File: src/rtl/spi_slave_fifo.sv
// spi_slave_fifo: full-duplex SPI slave with TX/RX symbol FIFOs.
//
// Supports all four SPI modes, MSB- or LSB-first bit order and symbols of
// 1..DATA_W bits. Mode, bit order and symbol size are captured when chip
// select asserts and hold for the whole transfer. The firmware side streams
// symbols through valid/ready handshakes on two small FIFOs.
//
// Ports:
//   clk, rst_n            system clock, asynchronous active-low reset
//   sclk, scs, sin        SPI clock, chip select (active high), MOSI
//   sout                  MISO; holds its last value while idle
//   mode, bit_order,
//   sym_size              transfer configuration, captured at chip-select rise
//   tx_data/valid/ready   TX FIFO write port (right-aligned symbols)
//   rx_data/valid/ready   RX FIFO read port (right-aligned, upper bits zero)
//   tx_level, rx_level    FIFO occupancies
//   start, stop           one-cycle pulses on transfer begin / end
//   busy                  high while a transfer is active
//   tx_underrun           one-cycle pulse: a symbol load found the TX FIFO empty
//   rx_overrun            one-cycle pulse: a received symbol was dropped (RX full)
//
// Build option: define SPI_SLAVE_FIFO_SYNC_EN to put 2-flop synchronisers on
// sclk/scs/sin (adds exactly 2 clk to every pin-derived latency). Without it
// the pins pass through a single register and must already be clk-synchronous.

module spi_slave_fifo_buf #(
  parameter int W     = 32,
  parameter int DEPTH = 4
) (
  input  logic                   clk,
  input  logic                   rst_n,
  input  logic                   push,
  input  logic [W-1:0]           push_data,
  input  logic                   pop,
  output logic [W-1:0]           head,
  output logic [$clog2(DEPTH):0] level,
  output logic                   full,
  output logic                   empty
);
  localparam int AW = $clog2(DEPTH);

  logic [W-1:0]  mem_q [DEPTH];
  logic [AW-1:0] wr_ptr_q, wr_ptr_d, rd_ptr_q, rd_ptr_d;
  logic [AW:0]   level_q, level_d;
  logic          push_ok, pop_ok;

  always_comb begin
    // A pop on an empty FIFO is ignored, so empty+push+pop just gives level 1.
    // A push on a full FIFO is accepted only if a pop frees a slot this cycle.
    pop_ok   = pop & (level_q != '0);
    push_ok  = push & ((level_q != (AW+1)'(DEPTH)) | pop_ok);
    wr_ptr_d = wr_ptr_q;
    rd_ptr_d = rd_ptr_q;
    level_d  = level_q;
    if (push_ok) wr_ptr_d = wr_ptr_q + 1'b1;  // DEPTH is a power of two: wraps naturally
    if (pop_ok)  rd_ptr_d = rd_ptr_q + 1'b1;
    case ({push_ok, pop_ok})
      2'b10:   level_d = level_q + 1'b1;
      2'b01:   level_d = level_q - 1'b1;
      default: level_d = level_q;
    endcase
  end

  always_ff @(posedge clk or negedge rst_n) begin
    if (!rst_n) begin
      wr_ptr_q <= '0;
      rd_ptr_q <= '0;
      level_q  <= '0;
    end else begin
      wr_ptr_q <= wr_ptr_d;
      rd_ptr_q <= rd_ptr_d;
      level_q  <= level_d;
    end
  end

  // Storage carries no reset; the head is masked while empty instead.
  always_ff @(posedge clk) begin
    if (push_ok) mem_q[wr_ptr_q] <= push_data;
  end

  assign head  = (level_q == '0) ? '0 : mem_q[rd_ptr_q];
  assign level = level_q;
  assign full  = (level_q == (AW+1)'(DEPTH));
  assign empty = (level_q == '0);
endmodule

module spi_slave_fifo #(
  parameter int DATA_W     = 32,
  parameter int FIFO_DEPTH = 4
) (
  input  logic                        clk,
  input  logic                        rst_n,
  output logic                        sout,
  input  logic                        sin,
  input  logic                        sclk,
  input  logic                        scs,
  input  logic [1:0]                  mode,
  input  logic                        bit_order,
  input  logic [5:0]                  sym_size,
  input  logic [DATA_W-1:0]           tx_data,
  input  logic                        tx_valid,
  output logic                        tx_ready,
  output logic [DATA_W-1:0]           rx_data,
  output logic                        rx_valid,
  input  logic                        rx_ready,
  output logic [$clog2(FIFO_DEPTH):0] tx_level,
  output logic [$clog2(FIFO_DEPTH):0] rx_level,
  output logic                        start,
  output logic                        stop,
  output logic                        busy,
  output logic                        tx_underrun,
  output logic                        rx_overrun
);
  typedef enum logic {IDLE, ACTIVE} state_t;

  // ---------------- pin capture ----------------
  logic [2:0] pins_d, pins_q;  // {sclk, scs, sin}
`ifdef SPI_SLAVE_FIFO_SYNC_EN
  logic [2:0] meta_q, sync_q;
  always_ff @(posedge clk or negedge rst_n) begin
    if (!rst_n) begin
      meta_q <= '0;
      sync_q <= '0;
    end else begin
      meta_q <= {sclk, scs, sin};
      sync_q <= meta_q;
    end
  end
  always_comb pins_d = sync_q;
`else
  always_comb pins_d = {sclk, scs, sin};
`endif

  always_ff @(posedge clk or negedge rst_n) begin
    if (!rst_n) pins_q <= '0;
    else        pins_q <= pins_d;
  end

  logic sclk_s, scs_s, sin_s;
  assign sclk_s = pins_q[2];
  assign scs_s  = pins_q[1];
  assign sin_s  = pins_q[0];

  // ---------------- FIFOs ----------------
  logic              tx_full, tx_empty, tx_pop, rx_full, rx_empty, rx_pop;
  logic [DATA_W-1:0] tx_head;
  logic              rx_pend_q, rx_pend_d;
  logic [DATA_W-1:0] rx_word_q, rx_word_d;

  assign tx_ready = ~tx_full;
  assign rx_valid = ~rx_empty;
  assign rx_pop   = rx_ready & ~rx_empty;

  spi_slave_fifo_buf #(.W(DATA_W), .DEPTH(FIFO_DEPTH)) u_tx_fifo (
    .clk(clk), .rst_n(rst_n),
    .push(tx_valid & ~tx_full), .push_data(tx_data), .pop(tx_pop),
    .head(tx_head), .level(tx_level), .full(tx_full), .empty(tx_empty)
  );

  spi_slave_fifo_buf #(.W(DATA_W), .DEPTH(FIFO_DEPTH)) u_rx_fifo (
    .clk(clk), .rst_n(rst_n),
    .push(rx_pend_q), .push_data(rx_word_q), .pop(rx_pop),
    .head(rx_data), .level(rx_level), .full(rx_full), .empty(rx_empty)
  );

  // ---------------- transfer engine ----------------
  state_t            state_q, state_d;
  logic              scs_prev_q, scs_prev_d, sclk_prev_q, sclk_prev_d;
  logic              cpol_q, cpol_d, cpha_q, cpha_d, lsb_q, lsb_d;
  logic [5:0]        size_q, size_d;
  logic              first_q, first_d;       // CPHA=0: drive bit 0 without waiting for an edge
  logic [DATA_W-1:0] tx_sh_q, tx_sh_d;
  logic [5:0]        tx_idx_q, tx_idx_d;     // index of the bit the next shift edge drives
  logic [DATA_W-1:0] rx_sh_q, rx_sh_d, rx_shift;
  logic [5:0]        rx_cnt_q, rx_cnt_d;
  logic              sout_q, sout_d, start_q, start_d, stop_q, stop_d;
  logic              underrun_q, underrun_d, overrun_q, overrun_d;
  logic              tx_load, rise, fall, sample_edge, shift_edge;
  logic [5:0]        eff_size;
  logic [DATA_W-1:0] load_word;

  function automatic logic pick_bit(input logic [DATA_W-1:0] sym, input logic [5:0] idx,
                                    input logic [5:0] size, input logic lsb);
    logic [5:0]        pos;
    logic [DATA_W-1:0] sh;
    pos = lsb ? idx : (size - 6'd1 - idx);
    sh  = sym >> pos;
    return sh[0];
  endfunction

  assign eff_size  = (sym_size == 6'd0 || sym_size > 6'(DATA_W)) ? 6'(DATA_W) : sym_size;
  assign load_word = tx_empty ? '0 : tx_head;
  assign tx_pop    = tx_load & ~tx_empty;

  always_comb begin
    state_d     = state_q;
    scs_prev_d  = scs_s;
    sclk_prev_d = sclk_s;
    cpol_d      = cpol_q;
    cpha_d      = cpha_q;
    lsb_d       = lsb_q;
    size_d      = size_q;
    first_d     = first_q;
    tx_sh_d     = tx_sh_q;
    tx_idx_d    = tx_idx_q;
    rx_sh_d     = rx_sh_q;
    rx_cnt_d    = rx_cnt_q;
    rx_pend_d   = 1'b0;
    rx_word_d   = rx_word_q;
    rx_shift    = rx_sh_q;
    sout_d      = sout_q;
    start_d     = 1'b0;
    stop_d      = 1'b0;
    tx_load     = 1'b0;
    rise        = sclk_s & ~sclk_prev_q;
    fall        = ~sclk_s & sclk_prev_q;
    sample_edge = (cpol_q == cpha_q) ? rise : fall;
    shift_edge  = (cpol_q == cpha_q) ? fall : rise;

    case (state_q)
      IDLE: begin
        if (scs_s & ~scs_prev_q) begin
          state_d     = ACTIVE;
          start_d     = 1'b1;
          cpol_d      = mode[1];
          cpha_d      = mode[0];
          lsb_d       = bit_order;
          size_d      = eff_size;
          sclk_prev_d = mode[1];  // any non-idle sclk level now reads as an edge
          first_d     = ~mode[0];
          tx_load     = 1'b1;
          tx_sh_d     = load_word;
          tx_idx_d    = '0;
          rx_sh_d     = '0;
          rx_cnt_d    = '0;
        end
      end
      ACTIVE: begin
        if (~scs_s & scs_prev_q) begin
          state_d  = IDLE;
          stop_d   = 1'b1;
          first_d  = 1'b0;
          tx_idx_d = '0;
          rx_sh_d  = '0;
          rx_cnt_d = '0;
        end else if (first_q) begin
          sout_d   = pick_bit(tx_sh_q, 6'd0, size_q, lsb_q);
          tx_idx_d = 6'd1;
          first_d  = 1'b0;
        end else begin
          if (sample_edge) begin
            rx_shift = lsb_q ? (rx_sh_q | (DATA_W'(sin_s) << rx_cnt_q))
                             : ((rx_sh_q << 1) | DATA_W'(sin_s));
            if (rx_cnt_q == size_q - 6'd1) begin
              rx_pend_d = 1'b1;
              rx_word_d = rx_shift;
              rx_sh_d   = '0;
              rx_cnt_d  = '0;
            end else begin
              rx_sh_d  = rx_shift;
              rx_cnt_d = rx_cnt_q + 6'd1;
            end
          end
          if (shift_edge) begin
            // A shift edge after the last bit of a symbol starts the next one.
            if (tx_idx_q == size_q) begin
              tx_load  = 1'b1;
              tx_sh_d  = load_word;
              sout_d   = pick_bit(load_word, 6'd0, size_q, lsb_q);
              tx_idx_d = 6'd1;
            end else begin
              sout_d   = pick_bit(tx_sh_q, tx_idx_q, size_q, lsb_q);
              tx_idx_d = tx_idx_q + 6'd1;
            end
          end
        end
      end
      default: state_d = IDLE;
    endcase

    underrun_d = tx_load & tx_empty;
    overrun_d  = rx_pend_q & rx_full & ~rx_pop;
  end

  always_ff @(posedge clk or negedge rst_n) begin
    if (!rst_n) begin
      state_q     <= IDLE;
      scs_prev_q  <= 1'b0;
      sclk_prev_q <= 1'b0;
      cpol_q      <= 1'b0;
      cpha_q      <= 1'b0;
      lsb_q       <= 1'b0;
      size_q      <= '0;
      first_q     <= 1'b0;
      tx_sh_q     <= '0;
      tx_idx_q    <= '0;
      rx_sh_q     <= '0;
      rx_cnt_q    <= '0;
      rx_pend_q   <= 1'b0;
      rx_word_q   <= '0;
      sout_q      <= 1'b0;
      start_q     <= 1'b0;
      stop_q      <= 1'b0;
      underrun_q  <= 1'b0;
      overrun_q   <= 1'b0;
    end else begin
      state_q     <= state_d;
      scs_prev_q  <= scs_prev_d;
      sclk_prev_q <= sclk_prev_d;
      cpol_q      <= cpol_d;
      cpha_q      <= cpha_d;
      lsb_q       <= lsb_d;
      size_q      <= size_d;
      first_q     <= first_d;
      tx_sh_q     <= tx_sh_d;
      tx_idx_q    <= tx_idx_d;
      rx_sh_q     <= rx_sh_d;
      rx_cnt_q    <= rx_cnt_d;
      rx_pend_q   <= rx_pend_d;
      rx_word_q   <= rx_word_d;
      sout_q      <= sout_d;
      start_q     <= start_d;
      stop_q      <= stop_d;
      underrun_q  <= underrun_d;
      overrun_q   <= overrun_d;
    end
  end

  assign sout        = sout_q;
  assign start       = start_q;
  assign stop        = stop_q;
  assign busy        = (state_q == ACTIVE);
  assign tx_underrun = underrun_q;
  assign rx_overrun  = overrun_q;
endmodule

File: config.mk
export PLATFORM = sky130hd
export DESIGN_NAME = spi_slave_fifo
export DESIGN_NICKNAME = d
export VERILOG_FILES = /design/src/rtl/spi_slave_fifo.sv
export SDC_FILE = /design/constraint.sdc
export NUM_CORES = 1
export LEC_CHECK = 0
export CAP_MARGIN = 15
export CORE_MARGIN = 1
export CORE_UTILIZATION = 42
export CTS_CLUSTER_SIZE = 40
export DETAILED_ROUTE_END_ITERATION = 6
export PLACE_DENSITY = 0.63
export REMOVE_ABC_BUFFERS = 1
export SLEW_MARGIN = 20
export SYNTH_ARGS = -nofsm -noshare
export SYNTH_HDL_FRONTEND = slang
export SYNTH_SLANG_ARGS = --single-unit
File: constraint.sdc
create_clock -name clk -period 4.5 [get_ports clk]
set_input_delay 1.35 -clock clk [delete_from_list [all_inputs] [get_ports clk]]
set_output_delay 1.35 -clock clk [all_outputs]
set_load 0.005 [all_outputs]
======== Yosys cells after proc, flatten, opt, wreduce, memory -nomap -nowiden ========
Memories as Yosys holds them, arrays and structs flattened.
Index checks and enable logic that the tools add are counted.
W data, S select, Z words.
word-level totals
  input port bits ......................... 48
  register bits ........................... 144
  bits in writable memories ............... 256
  output and inout bits ................... 46
  word-level logic and storage cells ...... 169
  memories ................................ 2
memory list
  memory           words  width  read ports  clocked after memory_dff  write ports  RTL line  text
  u_rx_fifo.mem_q  4      32     1           0                         1            42        logic [W-1:0] mem_q [DEPTH];
  u_tx_fifo.mem_q  4      32     1           0                         1            42
operators by class
  eq/ne operators ......................... 19
  reductions and logical operators ........ 15
  $lt $le $gt $ge ......................... 1
  $add $sub $neg .......................... 12
  bitwise logic cells ..................... 30
  muxes and demuxes ....................... 60
  shift operators ......................... 4
operator list
  operator               count
  $mux W32               13
  $pmux W32 S2           2
  $shr A32 B6 Y1         3
  $mux W6                12
  $or A32 B1 Y32         1
  $or A32 B32 Y32        1
  $shl A1 B6 Y32         1
  $mux W1                26
  $pmux W6 S2            2
  $and A1 B1 Y1          14
  $add A6 B1 Y6 const B  2
  $eq A6 B6 Y1           2
  $not A1 Y1             12
  $pmux W3 S2            2
  $reduce_and A5 Y1      2
  $add A2 B1 Y2 const B  4
  $add A3 B1 Y3 const B  2
  $eq A3 B3 Y1 const B   2
  $gt A6 B6 Y1 const B   1
  $logic_not A3 Y1       2
  $logic_not A6 Y1       1
  $ne A2 B2 Y1 const B   3
  $ne A3 B3 Y1 const B   2
  $pmux W1 S2            3
  16 further kinds       26

======== Longest topological paths before layout ========
Gate-level depths: netlist of run 1.
  depth after elaboration ................. 13
  depth in mapped cells ................... 15
  depth with buffers taken out ............ 13

======== By module ========
A second synthesis of run 1 with hierarchy kept.
unflattened totals
  cell total of the unflattened synthesis .. 1276
  area total of the unflattened synthesis .. 17754.5 um2
by module, submodules not included
  module                           area an instance (um2)  times used  sequential area each (um2)  cells an instance
  spi_slave_fifo                   7129.3                  1           3253.1                      777
  spi_slave_fifo_buf at u_tx_fifo  5350.1                  1           4018.9                      256
  spi_slave_fifo_buf at u_rx_fifo  5275.1                  1           4018.9                      243

======== Worst setup path before layout of run 1 ========
OpenSTA, ideal clock, no wires.
  kind .................................... reg2reg
  start point ............................. register size_q[0]
  end point ............................... register sout_q (netlist: sout)
  clock period less this slack ............ 4.074 ns
  data required time ...................... 4.380 ns
  path slack .............................. 0.426 ns
  data arrival time ....................... 3.954 ns
  setup time .............................. 0.120 ns
  path buffers ............................ 2
  stages on the path, launching flop included .. 14
  path through ............................ dfrtp_1 -> clkbuf_1 -> clkinv_1 -> ha_1 -> clkbuf_1 -> inv_1 -> fa_1 -> mux2i_2 -> mux4_1 -> mux2i_1 -> mux2i_1 -> mux2i_1 -> o311ai_0 -> a31o_2
between the ends
  cells in the longest elaborated chain, start to end .. 7
  elaborated cells on any way between the ends .. 11
  those cells by class .................... 2 x add/sub; 1 x eq/ne; 3 x shift; 5 x mux
RTL lines
  item                      RTL line  text
  start: declaration        170       logic [5:0] size_q, size_d;
  start signal: assignment  313       size_q <= size_d;
  $sub A6 B1 Y6             186       pos = lsb ? idx : (size - 6'd1 - idx);
  $sub A6 B6 Y6             186
  $mux W6                   186
  $shr A32 B6 Y1            187       sh = sym >> pos;
  $mux W1                   266       if (tx_idx_q == size_q) begin
  $mux W1                   264       if (shift_edge) begin
  $mux W1 *                 246       end else if (first_q) begin
  end signal: assignment    321       sout_q <= sout_d;
  end: declaration          176       logic sout_q, sout_d, start_q, start_d, stop_q, stop_d;
Every way passes the cells marked *; elsewhere a longest branch is shown, timed or not. The select of a mux whose other input is x is not followed.
A chain may end at the register's enable or synchronous reset.

======== Worst setup path after layout of run 1 ========
  start point ............................. register u_rx_fifo.level_q[0] (netlist: u_rx_fifo.level[0])
  end point ............................... output port rx_data[21]
between the ends
  cells in the longest elaborated chain, start to end .. 2
RTL lines
  item                      RTL line  text
  start: declaration        44        logic [AW:0] level_q, level_d;
  start signal: assignment  72        level_q <= level_d;
  $logic_not A3 Y1          81        assign head = (level_q == '0) ? '0 : mem_q[rd_ptr_q];
  $mux W32                  81
  end: declaration          103       output logic [DATA_W-1:0] rx_data,
No other way between the ends.

==> summary.md, run 1 <==
| Metric | Value |
|---|---|
| Routed Antenna Nets | 0 |
| Mapped Cells | 1221 |
| Top FF cell, synth | edfxtp_1 |
| Clock Tree Buf Depth | 3 |
| Worst-path clk slew | 60 ps |
| Routed length per instance | 19.2 µm |
| Period minus WS final | 3920 ps |
| CTS tree | built |
| Total global-route track usage | 17.5% |
| Total power | 12700 µW |
| RSZ-0062 raised after global routing | false |
| Post-CTS Setup Inserts | 0 |
| CP max stage delay | 790 ps |
| Number of synthesized register bits | 400 |
| GP Congestion | 0.870 |
| Switch Pwr | 3920 µW |
| Core Region | 40800 µm² |
| Post-Synthesis Cell Area | 17400 µm² |
| Die height | 205 µm |
| CTS root buffer | clkbuf_16 |
| Largest net degree at the start of global routing | 79 |
| Logic pwr share | 31.8% |
| Critical path data arrival time | 2570 ps |
| Crit Path Category | register to output pin |
| Chip width | 205 µm |
| Most common cell after layout, fill and taps aside | edfxtp_1 |
| Switching Share | 30.9% |
| Initial Util | 42.5% |
| Final hold viol count | 0 |
| Maxcap violations | 0 |
| Setup_tns | 0 ps |
| Reg-to-reg endpoint | rx_word_q[6] |
| Status | finished, final reports clean |
| Yosys warnings | 0 |
| Number of global-route vias before repair | 10300 |
| Maximum level of the CTS H-tree | 2 |
| Final WL | 36.0 mm |
| Hold path depth | 0 |
| DRT iter0 DRCs | 519 |
| Area Overhead vs Synth | 17.7% |
| CTS Hold Bufs | 0 |
| Met2 Resource Use GR | 30.3% |
| Min-delay worst type | register to register |
| HP Start | pins_q[1] |
| Post-cts gate resize count | 0 |
| Pre-CTS worst setup slack | 794 ps |
| Skew final | 14.2 ps |
| Highest clock rate | 0.255 GHz |
| First-pass GRT wire length | 57.3 mm |
| Post-DP Area | 19000 µm² |
| Total grt overflow | 0 |
| Pre-Repair DR Iteration Count | 6 |
| Endpoint type of the worst setup path | output pin |
| Synth cell types | 62 |
| CP Launch Type | register |
| Hold WS | 435 ps |
| Via density | 5.52 |
| Int Power | 8770 µW |
| Final setup vio count | 0 |
| Hpwl dp | 23.2 mm |
| Req. time, crit path | 3150 ps |
| Critical path, cell by cell | or3_1 -> and2_1 -> clkdlybuf4s50_1 |
| Share of layout cells above drive strength 1 | 14.2% |
| GRT met3 Usage | 2.76% |
| Cell area after layout | 20400 µm² |
| I/O pins | 94 |
| Slowest stage cell on the critical path | or3_1 |
| Initial antenna violation count | 0 |
| EDFF count, synth | 256 |
| M1 GR Usage | 22.7% |
| Worst skew pair latency | 540 ps |
| Slew Viols, Final | 0 |
| Layout fillers | 3465 |
| CTS buffer count | 42 |
| PortBufs | 93 |
| Clk pwr share | 28.5% |
| IR Drop Worst-Case VDD | 0.302 mV |
| Sink Count | 400 |
| FF-to-FF path depth | 11 |
| Total Nets Final | 1379 |
| Ant diodes | 0 |
| Crit share post-route | 87.2% |
| Total number of vias | 10342 |
| R2R setup slack | 780 ps |
| Tightest Pin Transition | 1010 ps |
| Reg2reg start | size_q[0] |
| Leak | 0.00747 µW |
| Worst Hold End | scs_prev_q |
| Die outline area | 42200 µm² |
| Pwr/cell area | 621 nW/µm² |
| Site row count | 74 |
| Flop pwr share | 39.7% |
| Async S/R FF share, synth | 36.0% |
| Sequential cell area fraction in the yosys report | 65.0% |
| Fin worst setup slack | 577 ps |
| Rel. slew slack | 32.5% |
| CP max FO | 34 |
| Most frequent cells in the layout | edfxtp_1 (256), dfrtp_1 (141), nand2_1 (116), clkdlybuf4s50_1 (92), nor2_1 (87) |
| Synthesized area per cell | 14.2 µm² |
| Grt peak-use layer | met2 |
| Residual DRC | 0 |
## how the worst max path moves through the flow
stage / from / to / slack [ps] / depth (start not counted)
final: u_rx_fifo.level[0] / rx_data[21] / 580 / 3
after global routing: u_rx_fifo.level[0] / rx_data[21] / 360 / 3
after CTS: u_rx_fifo.level[0] / rx_data[21] / 460 / 3
after detailed placement: size_q[0] / rx_word_q[11] / 790 / 11
after global placement: size_q[0] / rx_word_q[11] / 860 / 11
after floorplan: size_q[0] / rx_cnt_q[0] / -70 / 9
## power groups by stage
stage,Sequential [µW],Combinational [µW],Clock (µW)
6_report,5040,4040,3610
5_1_grt,5110,4480,3840
4_1_cts,5040,4110,3700
3_5_place_dp,5100,4100,0
3_3_place_gp,5090,4040,0
2_1_floorplan,5150,2470,0
## metrics by stage
stage / utilization, % / cells
finish: 50.1 / 1875
global route: 50.1 / 1875
CTS: 50.0 / 1875
detailed placement: 46.5 / 1798
global placement: 46.5 / 1798
floorplan: - / 1148
## sequential cells by signal, indices dropped and copies added (netlist names), 2 cells and up
name and count:
u_tx_fifo.wr_ptr_q 2, u_rx_fifo.mem_q 128, u_rx_fifo.wr_ptr_q 2, tx_sh_q 32
pins_q 3, u_tx_fifo.level 3, u_tx_fifo.mem_q 128, size_q 6
rx_cnt_q 6, u_rx_fifo.level 3, tx_idx_q 6, u_tx_fifo.rd_ptr_q 2
rx_word_q 32, u_rx_fifo.rd_ptr_q 2, rx_sh_q 32
## Yosys cell counts (5+ instances only)
master / number / area (µm²)
a211oi_1: 22 / 165
a21oi_1: 38 / 190
a221oi_1: 6 / 52.6
a22o_1: 49 / 429
a31oi_1: 12 / 75.1
and2_1: 41 / 257
and3_1: 7 / 43.8
buf_1: 9 / 33.8
buf_2: 8 / 40.0
clkbuf_1: 53 / 199
dfrtp_1: 144 / 3600
edfxtp_1: 256 / 7690
ha_1: 18 / 225
inv_1: 26 / 97.6
mux2_2: 10 / 113
mux2i_1: 23 / 230
mux4_2: 67 / 1510
nand2_1: 116 / 435
nand2b_1: 10 / 62.6
nand3_1: 11 / 55.1
nand3b_1: 8 / 60.1
nor2_1: 87 / 327
nor2b_1: 7 / 43.8
nor3_1: 13 / 65.1
nor3b_1: 5 / 37.5
o211ai_1: 7 / 52.6
o21ai_0: 65 / 325
o31ai_1: 9 / 67.6
or2_2: 6 / 37.5
or3_1: 6 / 37.5
xnor2_1: 20 / 175
xor2_1: 14 / 123
## critical path: cells and delay by family (launching register included)
family        cells  cell delay (ps)
flops             1              440
buf+inv           1              450
simple gates      2             1130
## layer usage
metal,wire length [µm],up-vias
met3,1380,67
met1,15500,5240
met4,890,0
met5,0,-
met2,18200,227
li1,-,4808
## logic make-up after synthesis
kind of cell	share of synthesized area, %
adders and majority gates	1.64
muxes	11.5
AOI/OAI and AO/OA	8.79
buffers and inverters	2.37
and+or+nand+nor	8.95
DFF	65.0
xor gates and xnor gates	1.71
## cell type report
type                    count  area (µm²)  area share [%]
inverters                  28         105           0.514
clock inverters            30         354            1.73
well taps                 532         666            3.26
flip-flops and latches    400       11300            55.3
multi-input cells         720        5700            27.9
clock buffers              47        1100            5.39
repair buffers            118        1220            5.97
No activity file was read; power rests on OpenSTA's default activity.
==> run 2: changes to the inputs <==
--- a/config.mk
+++ b/config.mk
@@ -10,6 +10,7 @@
 export CORE_UTILIZATION = 42
 export CTS_CLUSTER_SIZE = 40
 export DETAILED_ROUTE_END_ITERATION = 6
+export HOLD_SLACK_MARGIN = 0.15
 export PLACE_DENSITY = 0.63
 export REMOVE_ABC_BUFFERS = 1
 export SLEW_MARGIN = 20
==> results of run 2 <==
The final DEF is identical to that of run 1; final timing and power are the same.
==> run 3: changes to the inputs <==
--- a/config.mk
+++ b/config.mk
@@ -8,7 +8,7 @@
 export CAP_MARGIN = 15
 export CORE_MARGIN = 1
 export CORE_UTILIZATION = 42
-export CTS_CLUSTER_SIZE = 40
+export CTS_CLUSTER_SIZE = 8
 export DETAILED_ROUTE_END_ITERATION = 6
 export HOLD_SLACK_MARGIN = 0.15
 export PLACE_DENSITY = 0.63
==> run 3 against run 2 <==
Effect of this change:
- critical path depth unchanged
- clock-buffer cell count up 51
- routed wire length grew 0.58%
- hold slack got worse by 9.0 ps
- maximum frequency shrank 0.55%
- sequential share of layout area decreased by 0.42 points
- critical endpoint unchanged
- sequential power about the same
- clock skew hardly changed
- via count rose by 0.34%
- global-route usage is 0.14 points higher
- die area unchanged
- final cell count rose by 1.3%
==> summary.md, run 3 (synthesis results as in run 1) <==
| Metric | Value |
|---|---|
| Rel. slew slack | 33.1% |
| Routed Antenna Nets | 0 |
| Critical path, cell by cell | or3_1 -> and2_1 -> clkdlybuf4s50_1 |
| Crit share post-route | 87.7% |
| Initial Util | 42.5% |
| Total global-route track usage | 17.7% |
| Hpwl dp | 23.2 mm |
| Hold path depth | 0 |
| Initial antenna violation count | 0 |
| Cell area after layout | 20600 µm² |
| Core Region | 40800 µm² |
| Min-delay worst type | register to register |
| Clock Tree Buf Depth | 3 |
| Total Nets Final | 1393 |
| Final std cells w/o fill | 1900 |
| Slowest stage cell on the critical path | or3_1 |
| Post-DP Area | 19000 µm² |
| Period minus WS final | 3940 ps |
| Status | finished, final reports clean |
| CTS buffer count | 56 |
| Residual DRC | 0 |
| Tightest Pin Transition | 1000 ps |
| Slew Viols, Final | 0 |
| CP max stage delay | 790 ps |
| IR Drop Worst-Case VDD | 0.321 mV |
| I/O pins | 94 |
| Share of layout cells above drive strength 1 | 13.4% |
| PortBufs | 93 |
| Switching Share | 30.8% |
| First-pass GRT wire length | 58.0 mm |
| Final hold viol count | 0 |
| Site row count | 74 |
| Highest clock rate | 0.254 GHz |
| Final WL | 36.2 mm |
| Clk pwr share | 29.6% |
| Total number of vias | 10377 |
| R2R setup slack | 790 ps |
| Most common cell after layout, fill and taps aside | edfxtp_1 |
| RSZ-0062 raised after global routing | false |
| Most frequent cells in the layout | edfxtp_1 (256), dfrtp_1 (141), nand2_1 (116), clkdlybuf4s50_1 (92), nor2_1 (87) |
| Req. time, crit path | 3150 ps |
| Sink Count | 400 |
| Skew final | 14.4 ps |
| Maxcap violations | 0 |
| Core Util, Final | 50.4% |
| Switch Pwr | 3970 µW |
| Flop pwr share | 39.1% |
| Worst Hold End | scs_prev_q |
| Total grt overflow | 0 |
| Via density | 5.46 |
| GP Congestion | 0.870 |
| Endpoint type of the worst setup path | output pin |
| Reg2reg start | size_q[0] |
| Post-CTS Setup Inserts | 0 |
| CP Launch Type | register |
| Pwr/cell area | 626 nW/µm² |
| Routed length per instance | 19.1 µm |
| Maximum level of the CTS H-tree | 2 |
| CP max FO | 34 |
| Ant diodes | 0 |
| Final setup vio count | 0 |
| CTS tree | built |
| Leak | 0.00755 µW |
| Worst setup path start | u_rx_fifo.level[0] |
| CTS Hold Bufs | 0 |
| Number of global-route vias before repair | 10522 |
| Largest regs | u_rx_fifo.mem_q x128, u_tx_fifo.mem_q x128 |
| CP bufs+invs | 1 |
| Pre-Repair DR Iteration Count | 5 |
| Die height | 205 µm |
| Int Power | 8930 µW |
| CTS root buffer | clkbuf_16 |
| Logic pwr share | 31.3% |
| Area Overhead vs Synth | 18.6% |
| Worst skew pair latency | 580 ps |
| Die outline area | 42200 µm² |
| Placed cells | 1798 |
| Largest net degree at the start of global routing | 79 |
| Post-cts gate resize count | 0 |
| Crit Path Category | register to output pin |
| Total power | 12900 µW |
| FF-to-FF path depth | 11 |
| Critical path data arrival time | 2590 ps |
| DRT iter0 DRCs | 495 |
| Chip width | 205 µm |
| HP Start | pins_q[1] |
| Reg-to-reg endpoint | rx_word_q[6] |
| CP delay by family, top | simple AND/OR/NAND/NOR gates |
| Worst-path clk slew | 50 ps |
==> run 3: power groups by stage <==
stage               Combinational, µW  Sequential [µW]  Clock [µW]
global route                     4480             5110        4070
finish                           4040             5040        3820
global placement                 4040             5090           0
CTS                              4110             5040        3920
floorplan                        2470             5150           0
detailed placement               4100             5100           0
==> run 3: layout make-up <==
type	count	area, µm²
Inverter	28	105
Multi-Input combinational cell	720	5700
Fill cell	3470	20200
Clock buffer	98	1560
Tap cell	532	666
Clock inverter	4	53.8
Timing Repair Buffer	118	1220
Sequential cell	400	11300
==> run 3: how the worst max path moves through the flow <==
stage                                to  slack, ps  cells past startpoint
after floorplan             rx_cnt_q[0]        -70                      9
after global placement    rx_word_q[11]        860                     11
after detailed placement  rx_word_q[11]        790                     11
after CTS                   rx_data[21]        430                      3
after global routing        rx_data[21]        330                      3
final                       rx_data[21]        560                      3
==> run 3: per-layer routing <==
layer | track usage (%) | wire length [µm] | vias to the layer above | part of all wire [%]
met5 | 0 | 0 | - | 0
met4 | 5.34 | 795 | 0 | 2.2
met3 | 2.87 | 1360 | 62 | 3.8
met2 | 30.6 | 18400 | 236 | 51
met1 | 22.8 | 15700 | 5231 | 43
li1 | - | - | 4848 | -
==> run 3: worst register-to-register path: cells and delay by family (launching register included) <==
kind,cells,cell delay (ps)
XOR/XNOR,2,310
adder cells (fa/ha/maj),1,310
buffers and inverters,4,1090
flip-flops,1,350
multiplexers,1,360
AND/OR/NAND/NOR,3,1190
==> run 3: per-stage QoR <==
| stage | hold slack, ps | setup slack, ps | TNS [ps] |
|---|---|---|---|
| after floorplan | 380 | -70.6 | -70.6 |
| after global routing | 449 | 329 | 0 |
| after global placement | 426 | 858 | 0 |
| final | 426 | 555 | 0 |
| after detailed placement | 428 | 794 | 0 |
| after CTS | 437 | 431 | 0 |
